--- config.mk ---
export PLATFORM = sky130hd
export DESIGN_NAME = alu_sequencer_flat
export DESIGN_NICKNAME = d
export VERILOG_FILES = /design/src/rtl/alu_seq_pkg.sv /design/src/rtl/alu_seq_if.sv /design/src/rtl/alu_seq_divider.sv /design/src/rtl/alu_sequencer.sv /design/src/flat_wrapper.sv
export SDC_FILE = /design/constraint.sdc
export NUM_CORES = 1
export LEC_CHECK = 0
export CAP_MARGIN = 30
export CELL_PAD_IN_SITES_DETAIL_PLACEMENT = 1
export CELL_PAD_IN_SITES_GLOBAL_PLACEMENT = 1
export CORE_UTILIZATION = 27
export DETAILED_ROUTE_END_ITERATION = 8
export PLACE_DENSITY = 0.89
export SYNTH_ARGS = -nofsm -noshare
export SYNTH_HDL_FRONTEND = slang
export SYNTH_SLANG_ARGS = --single-unit
--- constraint.sdc ---
create_clock -name clock -period 1.7 [get_ports clock]
set_clock_uncertainty 0.05 [all_clocks]
set_input_delay 0.34 -clock clock [delete_from_list [all_inputs] [get_ports clock]]
set_output_delay 0.34 -clock clock [all_outputs]
set_load 0.02 [all_outputs]
--- src/rtl/alu_seq_pkg.sv ---
// Shared opcode constants, flag-op range and FSM state encoding for the ALU sequencer.
package alu_seq_pkg;

  localparam int OP_ADD  = 0;
  localparam int OP_SUB  = 1;
  localparam int OP_AND  = 2;
  localparam int OP_OR   = 3;
  localparam int OP_XOR  = 4;
  localparam int OP_SLL  = 5;
  localparam int OP_SRL  = 6;
  localparam int OP_SRA  = 7;
  localparam int OP_EQ   = 8;
  localparam int OP_LT   = 9;
  localparam int OP_LTU  = 10;
  localparam int OP_GE   = 11;
  localparam int OP_GEU  = 12;
  localparam int OP_NE   = 13;
  localparam int OP_MUL  = 14;
  localparam int OP_MULH = 15;
  localparam int OP_REM  = 16;
  localparam int OP_DIV  = 17;
  localparam int OP_NOP  = 63;

  localparam int OP_LAST    = OP_DIV;
  localparam int FLAG_OP_LO = OP_EQ;
  localparam int FLAG_OP_HI = OP_NE;

  typedef enum logic [1:0] {
    IDLE = 2'd0,
    EXEC = 2'd1,
    DIV  = 2'd2,
    HOLD = 2'd3
  } state_t;

  function automatic bit is_flag_op(input int op);
    return (op >= FLAG_OP_LO) && (op <= FLAG_OP_HI);
  endfunction

endpackage

--- src/rtl/alu_seq_if.sv ---
// Request, shared-ALU and result signals of the sequencer, with sequencer (slave) and environment (master) views.
interface alu_seq_if #(
  parameter int OPW = 6,
  parameter int DW  = 64,
  parameter int TW  = 4
);
  // Both handshakes: a transfer happens on a rising edge where valid & ready are high;
  // valid, once raised, holds with stable payload until that edge; ready never depends on valid.
  logic           in_valid;
  logic           in_ready;
  logic [OPW-1:0] in_op;
  logic [DW-1:0]  in_a;
  logic [DW-1:0]  in_b;
  logic [TW-1:0]  in_tag;

  logic [OPW-1:0] alu_instr;
  logic [DW-1:0]  alu_a;
  logic [DW-1:0]  alu_b;
  logic [DW-1:0]  alu_c;
  logic           alu_f3;

  logic           out_valid;
  logic           out_ready;
  logic [DW-1:0]  out_data;
  logic           out_flag;
  logic           out_err;
  logic [TW-1:0]  out_tag;

  modport slave (
    input  in_valid, in_op, in_a, in_b, in_tag, alu_c, alu_f3, out_ready,
    output in_ready, alu_instr, alu_a, alu_b, out_valid, out_data, out_flag, out_err, out_tag
  );

  modport master (
    output in_valid, in_op, in_a, in_b, in_tag, alu_c, alu_f3, out_ready,
    input  in_ready, alu_instr, alu_a, alu_b, out_valid, out_data, out_flag, out_err, out_tag
  );

endinterface

--- src/rtl/alu_seq_divider.sv ---
// Restoring unsigned divider, one quotient bit per cycle MSB first; done/quotient present the final step.
module alu_seq_divider #(
  parameter int DW = 64
) (
  input  logic          clock,
  input  logic          reset,
  input  logic          start,
  input  logic [DW-1:0] a,
  input  logic [DW-1:0] b,
  output logic          busy,
  output logic          done,
  output logic [DW-1:0] quotient
);

  localparam int CW = $clog2(DW + 1);

  logic          busy_q;
  logic          zero_q;
  logic [CW-1:0] count_q;
  logic [DW-1:0] quot_q;
  logic [DW-1:0] rem_q;
  logic [DW-1:0] div_q;

  logic [DW:0]   shifted;
  logic [DW:0]   diff;
  logic [DW-1:0] quot_next;
  logic [DW-1:0] rem_next;

  // A borrow out of the trial subtraction means the divisor did not fit: keep the old remainder.
  always_comb begin
    shifted   = {rem_q, quot_q[DW-1]};
    diff      = shifted - {1'b0, div_q};
    quot_next = {quot_q[DW-2:0], ~diff[DW]};
    rem_next  = diff[DW] ? shifted[DW-1:0] : diff[DW-1:0];
  end

  assign busy     = busy_q;
  assign done     = busy_q & (zero_q | (count_q == CW'(1)));
  assign quotient = zero_q ? '1 : quot_next;

  always_ff @(posedge clock) begin
    if (reset) begin
      busy_q  <= 1'b0;
      zero_q  <= 1'b0;
      count_q <= '0;
      quot_q  <= '0;
      rem_q   <= '0;
      div_q   <= '0;
    end else if (start) begin
      busy_q  <= 1'b1;
      zero_q  <= (b == '0);
      count_q <= CW'(DW);
      quot_q  <= a;
      rem_q   <= '0;
      div_q   <= b;
    end else if (busy_q) begin
      if (done) begin
        busy_q  <= 1'b0;
        count_q <= '0;
      end else begin
        quot_q  <= quot_next;
        rem_q   <= rem_next;
        count_q <= count_q - CW'(1);
      end
    end
  end

endmodule

--- src/rtl/alu_sequencer.sv ---
// Sequences one request at a time through a shared ALU and holds the result until it is consumed.
// Build option ALU_SEQ_DIV_ITER_EN routes op 17 through the iterative divider instead of the ALU.
module alu_sequencer
  import alu_seq_pkg::*;
#(
  parameter int OPW = 6,
  parameter int DW  = 64,
  parameter int TW  = 4
) (
  input  logic   clock,
  input  logic   reset,
  alu_seq_if.slave bus,
  output state_t dbg_state
);

  localparam logic [OPW-1:0] L_NOP  = OPW'(OP_NOP);
  localparam logic [OPW-1:0] L_LAST = OPW'(OP_LAST);

  state_t         state;
  logic [OPW-1:0] op_q;
  logic [OPW-1:0] instr_q;
  logic [DW-1:0]  a_q;
  logic [DW-1:0]  b_q;
  logic [TW-1:0]  tag_q;
  logic [DW-1:0]  data_q;
  logic           flag_q;
  logic           err_q;

  assign bus.in_ready  = (state == IDLE);
  assign bus.out_valid = (state == HOLD);
  assign bus.alu_instr = instr_q;
  assign bus.alu_a     = a_q;
  assign bus.alu_b     = b_q;
  assign bus.out_data  = data_q;
  assign bus.out_flag  = flag_q;
  assign bus.out_err   = err_q;
  assign bus.out_tag   = tag_q;
  assign dbg_state     = state;

`ifdef ALU_SEQ_DIV_ITER_EN
  localparam logic [OPW-1:0] L_DIV = OPW'(OP_DIV);

  logic          div_busy;
  logic          div_done;
  logic [DW-1:0] div_quotient;

  alu_seq_divider #(.DW(DW)) u_divider (
    .clock    (clock),
    .reset    (reset),
    .start    ((state == IDLE) & bus.in_valid & (bus.in_op == L_DIV)),
    .a        (bus.in_a),
    .b        (bus.in_b),
    .busy     (div_busy),
    .done     (div_done),
    .quotient (div_quotient)
  );
`endif

  always_ff @(posedge clock) begin
    if (reset) begin
      state   <= IDLE;
      op_q    <= '0;
      instr_q <= L_NOP;
      a_q     <= '0;
      b_q     <= '0;
      tag_q   <= '0;
      data_q  <= '0;
      flag_q  <= 1'b0;
      err_q   <= 1'b0;
    end else begin
      case (state)
        IDLE: begin
          if (bus.in_valid) begin
            op_q  <= bus.in_op;
            a_q   <= bus.in_a;
            b_q   <= bus.in_b;
            tag_q <= bus.in_tag;
`ifdef ALU_SEQ_DIV_ITER_EN
            if (bus.in_op == L_DIV) begin
              state   <= DIV;
              instr_q <= L_NOP;
            end else
`endif
            begin
              state   <= EXEC;
              // Illegal ops never reach the ALU; they still spend the EXEC cycle.
              instr_q <= (bus.in_op <= L_LAST) ? bus.in_op : L_NOP;
            end
          end
        end
        EXEC: begin
          data_q  <= (op_q <= L_LAST) ? bus.alu_c : '0;
          flag_q  <= is_flag_op(int'(op_q)) ? bus.alu_f3 : 1'b0;
          err_q   <= (op_q > L_LAST);
          instr_q <= L_NOP;
          state   <= HOLD;
        end
`ifdef ALU_SEQ_DIV_ITER_EN
        DIV: begin
          if (div_done) begin
            data_q <= div_quotient;
            flag_q <= 1'b0;
            err_q  <= 1'b0;
            state  <= HOLD;
          end else if (!div_busy) begin
            state  <= IDLE;
          end
        end
`endif
        HOLD: begin
          if (bus.out_ready) state <= IDLE;
        end
        default: state <= IDLE;
      endcase
    end
  end

endmodule
--- src/flat_wrapper.sv ---
// flat-port wrapper written by rule: the top's interface ports become plain ports
module alu_sequencer_flat import alu_seq_pkg::*;
#(
  parameter int OPW = 6,
  parameter int DW  = 64,
  parameter int TW  = 4
)
  (clock, reset, dbg_state, bus_in_valid, bus_in_op, bus_in_a, bus_in_b, bus_in_tag, bus_alu_c, bus_alu_f3, bus_out_ready, bus_in_ready, bus_alu_instr, bus_alu_a, bus_alu_b, bus_out_valid, bus_out_data, bus_out_flag, bus_out_err, bus_out_tag);
  alu_seq_if #(.OPW(OPW), .DW(DW), .TW(TW)) bus_i ();
  input  logic clock;
  input  logic reset;
  output state_t dbg_state;
  input wire logic [$bits(bus_i.in_valid)-1:0] bus_in_valid;
  input wire logic [$bits(bus_i.in_op)-1:0] bus_in_op;
  input wire logic [$bits(bus_i.in_a)-1:0] bus_in_a;
  input wire logic [$bits(bus_i.in_b)-1:0] bus_in_b;
  input wire logic [$bits(bus_i.in_tag)-1:0] bus_in_tag;
  input wire logic [$bits(bus_i.alu_c)-1:0] bus_alu_c;
  input wire logic [$bits(bus_i.alu_f3)-1:0] bus_alu_f3;
  input wire logic [$bits(bus_i.out_ready)-1:0] bus_out_ready;
  output wire logic [$bits(bus_i.in_ready)-1:0] bus_in_ready;
  output wire logic [$bits(bus_i.alu_instr)-1:0] bus_alu_instr;
  output wire logic [$bits(bus_i.alu_a)-1:0] bus_alu_a;
  output wire logic [$bits(bus_i.alu_b)-1:0] bus_alu_b;
  output wire logic [$bits(bus_i.out_valid)-1:0] bus_out_valid;
  output wire logic [$bits(bus_i.out_data)-1:0] bus_out_data;
  output wire logic [$bits(bus_i.out_flag)-1:0] bus_out_flag;
  output wire logic [$bits(bus_i.out_err)-1:0] bus_out_err;
  output wire logic [$bits(bus_i.out_tag)-1:0] bus_out_tag;
  assign bus_i.in_valid = bus_in_valid;
  assign bus_i.in_op = bus_in_op;
  assign bus_i.in_a = bus_in_a;
  assign bus_i.in_b = bus_in_b;
  assign bus_i.in_tag = bus_in_tag;
  assign bus_i.alu_c = bus_alu_c;
  assign bus_i.alu_f3 = bus_alu_f3;
  assign bus_i.out_ready = bus_out_ready;
  assign bus_in_ready = bus_i.in_ready;
  assign bus_alu_instr = bus_i.alu_instr;
  assign bus_alu_a = bus_i.alu_a;
  assign bus_alu_b = bus_i.alu_b;
  assign bus_out_valid = bus_i.out_valid;
  assign bus_out_data = bus_i.out_data;
  assign bus_out_flag = bus_i.out_flag;
  assign bus_out_err = bus_i.out_err;
  assign bus_out_tag = bus_i.out_tag;
  alu_sequencer #(.OPW(OPW), .DW(DW), .TW(TW)) u_core (.clock(clock), .reset(reset), .bus(bus_i), .dbg_state(dbg_state));
endmodule
==> reports/results.txt <==
Worst EP arrival -> 2.00 ns
GRT Residual Overflow -> 0
Nets -> 1406
Final Hold Vio Count -> 0
Maximum clock path buffer count -> 3
DRT Wirelength -> 28.2 mm
Status -> finished clean
Avg Inst Size Synth -> 9.11 sq um
Async S/R FF share, synth -> 0
Worst slew pin tran -> 0.422 ns
RSZ-0062 raised after global routing -> no
Yosys warnings -> 0
Clk pin slew, worst setup/hold paths -> 0.06 ns
Leak -> 5.51 nW
Num CTS Buffers -> 25
Peak VDD IR -> 0.000848 V
CP Data Required Time -> 2.03 ns
Vias per cell -> 4.68
EDFF count, synth -> 0
Fin area -> 0.0123 sq mm
Vias in the first global route -> 7571
P&R area growth vs syn -> 72.4%
Clk_lat worst skew -> 0.51 ns
Post-synth top flop -> dfxtp_1
Die area -> 0.0272 sq mm
First-pass GRT wire length -> 40.6 mm
Setup violators final -> 0
# fillers -> 3013
Area of the core -> 0.0261 sq mm
DRC -> 0
FF+latch area -> 0.00423 sq mm
Total number of vias -> 7268
Die width -> 165 microns
Initial Util -> 0.275
CP startpoint kind -> register
Endpoint class of the critical path -> register
CTS tree -> done
Placed Instance Area -> 0.0118 sq mm
Initial antenna violation count -> 1
IO Port Bufs -> 414
GP Congestion -> 0.770
Share of layout cells above drive strength 1 -> 0.106
Critical path fanouts, max -> 21
FF+latch count, synth -> 211
Final antenna-violating net count -> 0
Final period util -> 0.982
Root buf cell -> clkbuf_16
Headroom to the max-slew limit -> 0.718
First drt pass iteration count -> 4
Largest net degree at the start of global routing -> 87
Sink Count -> 211
Site Rows -> 59
Mapped Nets -> 993
Ports -> 415
Yosys cell types -> 30
Routed WL per cell -> 18.2 microns
Register area share after synthesis -> 0.590
Area of the multi-input gates -> 0.00263 sq mm
Chip height -> 165 microns
Ant. Diodes -> 0
Hold Worst Slack -> 0.0896 ns
Mapped Cells -> 786
Fmax -> 0.599 GHz
Detail Placement HPWL -> 20.6 mm
GRT Util Overall -> 0.194
Synthesized area -> 0.00716 sq mm
# hold bufs at CTS -> 0
Worst min path class -> input port to register
Slew Limit Fails -> 0
H-tree depth -> 1
Final Util -> 0.474
Crit path kind -> register to register
Pwr dens -> 1060 mW/mm^2
Final min period -> 1.67 ns
1st-iter DRT viols -> 291
Max_cap viols -> 0
## critical path, stage by stage (launching register included)
cell,delay (ns)
dfxtp_4,0.37
buf_4,0.17
or3b_4,0.49
buf_4,0.25
nand2_1,0.10
a21oi_1,0.10
## where the power goes
group | total (mW) | switching (mW) | internal, mW | leakage, nW
Sequential | 5.45 | 0.178 | 5.28 | 1.73
Combinational | 2.28 | 1.21 | 1.08 | 3.37
Clock | 5.30 | 2.10 | 3.20 | 0.407
## repair_timing
item                       in CTS  in global routing
buffers inserted                0                  0
resized for setup             219                  3
setup endpoints to repair     275                  3
## final timing paths
| check | depth (start not counted) | startpoint | to | slack [ns] |
|---|---|---|---|---|
| worst max register to register | 5 | u_core.dbg_state[1] | u_core.bus.alu_b[32] | 0.03 |
| worst max-delay path | 5 | u_core.dbg_state[1] | u_core.bus.alu_b[32] | 0.03 |
| worst min-delay path | 2 | reset | u_core.bus.out_err | 0.09 |
| worst min register to register | 2 | u_core.bus.alu_a[51] | u_core.bus.alu_a[51] | 0.40 |
## per-stage QoR
| stage | setup TNS [ns] | std cells | power (mW) | worst slack (ns) |
|---|---|---|---|---|
| after global placement | -25.11 | 1507 | 8.00 | -0.200 |
| final | 0 | 1552 | 13.0 | 0.0313 |
| after global routing | 0 | 1552 | 13.6 | 0.0000608 |
| after CTS | 0 | 1552 | 13.2 | 0.00468 |
| after floorplan | 0 | 786 | 6.60 | 0.0252 |
| after detailed placement | -30.84 | 1507 | 8.08 | -0.247 |
## placed cells by master (no fill, tap or decap), types with 2 or more instances in the layout
cell / count
nor2_1: 4
clkbuf_16: 25
o21a_1: 4
clkdlybuf4s15_1: 4
clkdlybuf4s50_1: 205
a22o_1: 20
buf_2: 2
buf_4: 25
nand2_1: 275
nand2b_1: 2
a22o_2: 45
dfxtp_4: 2
clkbuf_8: 8
clkinv_2: 3
o32a_1: 3
a21oi_1: 140
clkbuf_1: 6
nor3_1: 3
dfxtp_1: 209
dlygate4sd2_1: 201
buf_12: 9
## cells in the mapped netlist, drive strengths merged, types with 2 or more instances
cell type	instances	area, sq um
a22o	65	626
nor2	5	18.8
dfxtp	211	4220
nand2	275	1030
buf	39	239
o21a	4	30.0
o32a	3	30.0
a21oi	140	701
nand2b	3	26.3
nor3b	2	20.0
nor3	3	15.0
clkbuf	22	82.6
## metal layers
layer / global-route usage / routed length, microns / part of all wire
met1: 0.186 / 9890 / 0.35
met2: 0.367 / 14400 / 0.51
met3: 0.0706 / 2700 / 0.096
met4: 0.0817 / 1230 / 0.044
met5: 0 / 13 / 0.00046
## sequential cells by signal, indices dropped and copies added, names as in the netlist
signal                count
u_core.bus.alu_a         64
u_core.op_q               5
u_core.bus.out_tag        4
u_core.bus.out_data      64
u_core.bus.alu_b         64
u_core.dbg_state          2
u_core.bus.out_flag       1
u_core.bus.alu_instr      6
u_core.bus.out_err        1
## area by class of cell
cell class / instances / share of cell area
timing repair buffer: 447 / 0.344
sequential: 211 / 0.343
multi-input combinational: 513 / 0.213
clock buffer: 39 / 0.0614
tap: 335 / 0.0340
clock inverter: 6 / 0.00507
inverter: 1 / 0.000304
## logic make-up (layout without fill, tap and decap cells)
| group | after synthesis | in the layout | share of synthesized area |
|---|---|---|---|
| simple gates | 295 | 295 | 0.164 |
| compound gates | 218 | 218 | 0.200 |
| flops | 211 | 211 | 0.590 |
| buf+inv | 62 | 493 | 0.0454 |
Power figures use the tool's default switching activity.
